$ cat config.mk
export PLATFORM = sky130hd
export DESIGN_NAME = icache_lite_flat
export DESIGN_NICKNAME = d
export VERILOG_FILES = /design/src/rtl/icache_lite_if.sv /design/src/rtl/icache_lite.sv /design/src/flat_wrapper.sv
export SDC_FILE = /design/constraint.sdc
export NUM_CORES = 2
export LEC_CHECK = 0
export CORE_MARGIN = 3
export CORE_UTILIZATION = 30
export CTS_CLUSTER_SIZE = 20
export DETAILED_ROUTE_END_ITERATION = 10
export GPL_ROUTABILITY_DRIVEN = 0
export PLACE_DENSITY_LB_ADDON = 0.3
export SETUP_SLACK_MARGIN = 0.5
export SYNTH_ARGS = -nofsm -noshare
export SYNTH_HDL_FRONTEND = slang
export SYNTH_SLANG_ARGS = --single-unit
$ cat constraint.sdc
create_clock -name clk -period 5.1 [get_ports clk]
set_input_delay 1.02 -clock clk [delete_from_list [all_inputs] [get_ports clk]]
set_output_delay 1.02 -clock clk [all_outputs]
set_load 0.05 [all_outputs]
$ cat src/rtl/icache_lite_if.sv
// Fetch-side and refill-side signal bundle for icache_lite.
// slave is the cache's view; master is the fetch unit / memory environment.
interface icache_lite_if;
  logic        req;
  logic [31:0] addr;
  logic        kill;
  logic        flush;
  logic        ack;
  logic [31:0] r_data;
  logic        mem_req;
  logic [31:0] mem_addr;
  logic        mem_ack;
  logic [31:0] mem_rdata;
  logic        busy;

  modport slave (
    input  req, addr, kill, flush, mem_ack, mem_rdata,
    output ack, r_data, mem_req, mem_addr, busy
  );

  modport master (
    output req, addr, kill, flush, mem_ack, mem_rdata,
    input  ack, r_data, mem_req, mem_addr, busy
  );
endinterface

$ cat src/rtl/icache_lite.sv
// Direct-mapped instruction cache with combinational hit path and
// sequential line refill; flush invalidates every line.
module icache_lite #(
  parameter int unsigned NUM_LINES  = 16,
  parameter int unsigned LINE_WORDS = 4
) (
  input  logic          clk,
  input  logic          rst_n,
  icache_lite_if.slave  bus
);

  localparam int unsigned OFF_W  = $clog2(LINE_WORDS);
  localparam int unsigned IDX_W  = $clog2(NUM_LINES);
  localparam int unsigned BASE_W = 32 - 2 - OFF_W;
  localparam int unsigned TAG_W  = BASE_W - IDX_W;
  localparam logic [OFF_W-1:0] LAST_BEAT = OFF_W'(LINE_WORDS - 1);
  localparam logic [31:0] NOP = 32'h0000_0013;

  typedef enum logic [1:0] {IDLE, REFILL, FLUSH} state_t;

  state_t                 state_q, state_d;
  logic [OFF_W-1:0]       beat_q, beat_d;
  logic                   pend_q, pend_d;
  logic [BASE_W-1:0]      base_q, base_d;
  logic [NUM_LINES-1:0]   valid_q, valid_d;

  logic [TAG_W-1:0]       tag_mem  [NUM_LINES];
  logic [31:0]            data_mem [NUM_LINES][LINE_WORDS];

  logic [OFF_W-1:0]       addr_off;
  logic [IDX_W-1:0]       addr_idx;
  logic [TAG_W-1:0]       addr_tag;
  logic [IDX_W-1:0]       base_idx;
  logic [TAG_W-1:0]       base_tag;
  logic                   hit_raw;
  logic                   fill_we;
  logic                   line_done;
  logic                   ack;
  logic [31:0]            r_data;
  logic                   mem_req;
  logic [31:0]            mem_addr;
  logic                   unused_addr_bits;

  assign addr_off = bus.addr[2 +: OFF_W];
  assign addr_idx = bus.addr[2 + OFF_W +: IDX_W];
  assign addr_tag = bus.addr[31 -: TAG_W];
  assign base_idx = base_q[IDX_W-1:0];
  assign base_tag = base_q[BASE_W-1 -: TAG_W];
  assign hit_raw  = valid_q[addr_idx] && (tag_mem[addr_idx] == addr_tag);
  assign unused_addr_bits = ^bus.addr[1:0];

  always_comb begin
    state_d   = state_q;
    beat_d    = beat_q;
    pend_d    = pend_q;
    base_d    = base_q;
    valid_d   = valid_q;
    ack       = 1'b0;
    r_data    = NOP;
    mem_req   = 1'b0;
    mem_addr  = '0;
    fill_we   = 1'b0;
    line_done = 1'b0;

    unique case (state_q)
      IDLE: begin
        if (bus.flush) begin
          state_d = FLUSH;
        end else if (bus.req && !bus.kill) begin
          if (hit_raw) begin
            ack    = 1'b1;
            r_data = data_mem[addr_idx][addr_off];
          end else begin
            state_d           = REFILL;
            beat_d            = '0;
            base_d            = bus.addr[31:2+OFF_W];
            valid_d[addr_idx] = 1'b0;
          end
        end
      end

      REFILL: begin
        mem_req  = 1'b1;
        mem_addr = {base_q, beat_q, 2'b00};
        if (bus.flush) pend_d = 1'b1;
        if (bus.mem_ack) begin
          fill_we = 1'b1;
          beat_d  = beat_q + 1'b1;
          if (beat_q == LAST_BEAT) begin
            line_done         = 1'b1;
            valid_d[base_idx] = 1'b1;
            // A flush arriving on the final beat still counts as pending.
            if (pend_q || bus.flush) begin
              state_d = FLUSH;
              pend_d  = 1'b0;
            end else begin
              state_d = IDLE;
            end
          end
        end
      end

      FLUSH: begin
        valid_d = '0;
        pend_d  = 1'b0;
        state_d = IDLE;
      end

      default: state_d = IDLE;
    endcase
  end

  always_ff @(posedge clk or negedge rst_n) begin
    if (!rst_n) begin
      state_q <= IDLE;
      beat_q  <= '0;
      pend_q  <= 1'b0;
      base_q  <= '0;
      valid_q <= '0;
    end else begin
      state_q <= state_d;
      beat_q  <= beat_d;
      pend_q  <= pend_d;
      base_q  <= base_d;
      valid_q <= valid_d;
    end
  end

  always_ff @(posedge clk) begin
    if (fill_we)   data_mem[base_idx][beat_q] <= bus.mem_rdata;
    if (line_done) tag_mem[base_idx]          <= base_tag;
  end

  assign bus.ack      = ack;
  assign bus.r_data   = r_data;
  assign bus.mem_req  = mem_req;
  assign bus.mem_addr = mem_addr;
  assign bus.busy     = (state_q != IDLE);

endmodule
$ cat src/flat_wrapper.sv
// flat-port wrapper written by rule: the top's interface ports become plain ports
module icache_lite_flat 
#(
  parameter int unsigned NUM_LINES  = 16,
  parameter int unsigned LINE_WORDS = 4
)
  (clk, rst_n, bus_req, bus_addr, bus_kill, bus_flush, bus_mem_ack, bus_mem_rdata, bus_ack, bus_r_data, bus_mem_req, bus_mem_addr, bus_busy);
  icache_lite_if bus_i ();
  input  logic clk;
  input  logic rst_n;
  input wire logic [$bits(bus_i.req)-1:0] bus_req;
  input wire logic [$bits(bus_i.addr)-1:0] bus_addr;
  input wire logic [$bits(bus_i.kill)-1:0] bus_kill;
  input wire logic [$bits(bus_i.flush)-1:0] bus_flush;
  input wire logic [$bits(bus_i.mem_ack)-1:0] bus_mem_ack;
  input wire logic [$bits(bus_i.mem_rdata)-1:0] bus_mem_rdata;
  output wire logic [$bits(bus_i.ack)-1:0] bus_ack;
  output wire logic [$bits(bus_i.r_data)-1:0] bus_r_data;
  output wire logic [$bits(bus_i.mem_req)-1:0] bus_mem_req;
  output wire logic [$bits(bus_i.mem_addr)-1:0] bus_mem_addr;
  output wire logic [$bits(bus_i.busy)-1:0] bus_busy;
  assign bus_i.req = bus_req;
  assign bus_i.addr = bus_addr;
  assign bus_i.kill = bus_kill;
  assign bus_i.flush = bus_flush;
  assign bus_i.mem_ack = bus_mem_ack;
  assign bus_i.mem_rdata = bus_mem_rdata;
  assign bus_ack = bus_i.ack;
  assign bus_r_data = bus_i.r_data;
  assign bus_mem_req = bus_i.mem_req;
  assign bus_mem_addr = bus_i.mem_addr;
  assign bus_busy = bus_i.busy;
  icache_lite #(.NUM_LINES(NUM_LINES), .LINE_WORDS(LINE_WORDS)) u_core (.clk(clk), .rst_n(rst_n), .bus(bus_i));
endmodule
==> flow_metrics.py <==
metrics = {
    "timing": {
        "fmax_mhz": 180,
        "setup_viol": 33,
        "final_hold_viol_count": 0,
        "period_needed_ns": 5.56,
        "finalCritPeriodShare_pct": 109,
        "tightestPinTransition_ns": 1.25,
        "rsz0062_at_grt": "yes",
        "slew_violations": 0,
        "slew_headroom_pct": 16.4,
        "fin_ws_ns": -0.459,
        "fin_worst_skew_ns": 0.123,
        "fin_setup_tns_ns": -12.69,
    },
    "die": {
        "die_x_um": 572,
        "placementRows": 207,
        "pin_count": 137,
        "initial_utilization_pct": 30.2,
        "coreArea_um2": 319000,
        "die_area_um2": 327000,
        "die_h_um": 572,
    },
    "cts": {
        "clkSlewWorstSetupHoldPaths_ns": 0.06,
        "clockRootBuffer": "clkbuf_16",
        "htree_levels": 4,
        "clkSinkCount": 2481,
        "cts_tree": "built",
        "clockBufferDepth": 4,
        "cts_buffers": 248,
        "insertion_delay_ns": 0.92,
    },
    "run": {
        "max_cap_viol_count": 0,
    },
    "worst_setup_path": {
        "crit_start": "bus_addr[4]",
        "start_kind": "primary input",
        "required_ns": 4.08,
        "path_class": "in2out",
        "critPathMaxFanout": 8,
        "r2r_start": "u_core.state_q[1]",
        "crit_arrival_ns": 4.54,
        "worstSetupEndpointType": "output port",
    },
    "global_route": {
        "antenna_found_initial": 30,
        "grt_overflow": 0,
        "grt_pass1_vias": 46434,
        "grt_max_degree": 80,
        "gr-usage-all-layers_pct": 15.2,
        "grt_pass1_wl_um": 357000,
    },
    "power_and_ir_drop": {
        "ir_drop_uv": 371,
        "leakagePower_uw": 0.0351,
        "powerDensity_nw_per_um2": 386,
    },
    "synth": {
        "ys.flop_type": "edfxtp_1",
        "synth_top_area_share_pct": 75.9,
        "synth_top_area_cell": "edfxtp_1",
        "synthesis.area_um2": 96200,
        "synth.most_common_cell": "edfxtp_1",
        "synth_edf_count": 2432,
        "ys_top_cells_by_area": "edfxtp_1, mux4_2, dfrtp_1, mux2i_1, clkbuf_1",
        "synthTopCellsByCount": "edfxtp_1, mux4_2, clkbuf_1",
        "synthArstFlopShare_pct": 1.98,
        "ys_ff_latch": 2481,
        "synth.distinct_cells": 65,
        "avgSynthCellArea_um2": 23.8,
        "yosysSeqAreaShare_pct": 77.2,
        "netlist_instances": 4043,
        "ys_warn_count": 0,
    },
    "cells_and_area": {
        "fin_util_pct": 35.7,
        "fin_nets": 4572,
        "area_growth_pct": 18.3,
        "design_area_um2": 114000,
        "drive_above_1_share_pct": 34.4,
    },
    "placed_design": {
        "io_buffers": 132,
        "hpwl_um": 141000,
        "dpl_cell_area_um2": 106000,
    },
    "route": {
        "drc": 0,
        "post_drt_wl_per_cell_um": 28.5,
        "detail-route-antenna-nets": 0,
        "viasPerCell": 5.08,
        "initialDrtViolationCount": 4913,
        "dr.pass1.iters": 6,
        "wl_um": 253000,
        "vias": 45023,
    },
    "status": {
        "status": "complete, but fails checks",
        "violations": "negative setup slack",
    },
    "min_path": {
        "min_path_type": "in2async",
    },
}
==> cells by family (layout without fill, tap and decap cells) <==
logic type	after synthesis	after routing	share of synthesized area [%]
flip-flops	2481	2481	77.2
multiplexers	866	866	18.8
AND/OR/NAND/NOR	283	283	1.47
buffers and inverters	237	871	1.10
AO/OA/AOI/OAI	137	137	1.09
XOR/XNOR	30	30	0.273
adder cells (fa/ha/maj)	8	8	0.104
other	1	10	0.00390
==> cell type report <==
class | count | area (um^2)
diodes | 8 | 20.0
flip-flops and latches | 2481 | 74300
repair buffers | 424 | 4830
fillers | 29093 | 205000
clock inverters | 113 | 965
inverters | 13 | 52.6
multi-input cells | 1326 | 21800
well taps | 4180 | 5230
clock buffers | 321 | 6610
==> power breakdown <==
group	internal [uW]	switching, uW	total (uW)
logic	1170	1870	3030
registers	23000	532	23500
clock network	9760	7560	17300
total	33900	9960	43900
==> through the flow <==
stage | worst slack [ns] | instances | total power [uW] | hold WS, ns
6_report | -0.459 | 8866 | 43900 | 0.292
2_1_floorplan | 0.0554 | 4044 | 25400 | 0.452
5_1_grt | -0.538 | 8859 | 45400 | 0.318
3_3_place_gp | -0.786 | 8405 | 26900 | 0.478
4_1_cts | -0.455 | 8853 | 44300 | 0.249
3_5_place_dp | -0.740 | 8405 | 27000 | 0.496
==> cells in the final DEF, fill, tap and decap left out, types with 7 or more instances in the layout <==
cell             instances
edfxtp_1              2432
o21ai_0                  8
or3_1                    8
diode_2                  8
a22oi_1                 12
a21oi_1                 14
nor2_4                  80
nand3_1                 23
nor2b_1                 13
clkbuf_8                11
o311ai_0                10
clkbuf_16              251
a31oi_1                  7
mux2i_1                 80
nand2b_1                 7
clkinv_2                34
clkbuf_1                61
and2_1                  32
clkdlybuf4s50_1         60
xor2_1                  21
o211ai_1                18
nor2_1                  19
buf_2                   35
xnor2_1                  8
buf_4                  200
bufinv_16               14
mux4_2                 746
mux2_2                  35
o41ai_1                 14
inv_1                   12
a22o_1                   9
dfrtp_1                 49
buf_6                    9
nand2_1                 41
nand4_1                  7
ha_1                     7
buf_16                   7
nor2b_4                 28
buf_12                 109
clkinv_1                49
==> sequential cells by signal (all words and copies together) (netlist names) <==
| name | count |
|---|---|
| u_core.state_q | 2 |
| u_core.base_q | 28 |
| u_core.beat_q | 2 |
| u_core.pend_q | 1 |
| u_core.tag_mem | 384 |
| u_core.valid_q | 16 |
| u_core.data_mem | 2048 |
==> worst max-delay path: stages <==
cell	delay, ns
buf_16	0.14
buf_4	0.14
mux4_2	0.49
mux2i_1	0.19
xor2_1	0.21
nand3_2	0.16
o31ai_4	0.27
buf_4	0.15
nand4_1	0.11
or4_4	0.45
or3_4	0.39
buf_12	0.16
buf_6	0.16
or2_4	0.23
buf_6	0.15
==> layer usage <==
layer  track usage, %  vias up  part of all wire (%)
li1                 -    18335                     -
met1             21.7    24791                    44
met2             24.3     1535                    47
met3             2.69      356                   6.4
met4             3.51        6                   2.3
met5                0        -                 0.019
==> what timing repair did <==
item,4_1_cts,5_1_grt
hold buffers,0,0
endpoints found under the setup margin,33,33
setup buffers,11,3
gates resized for setup,25,15
pin swaps,8,4
gates cloned,3,2
==> worst paths after layout <==
kind	end	slack (ns)	cells after the start
max	bus_r_data[4]	-0.46	15
min	u_core.base_q[5]	0.29	2
min in group clk	u_core.valid_q[5]	0.53	2
min reg2reg	u_core.valid_q[5]	0.53	2
max reg2reg	u_core.tag_mem[12][21]	1.39	7
max in group asynchronous	u_core.valid_q[8]	4.19	2
Power figures use the tool's default switching activity.
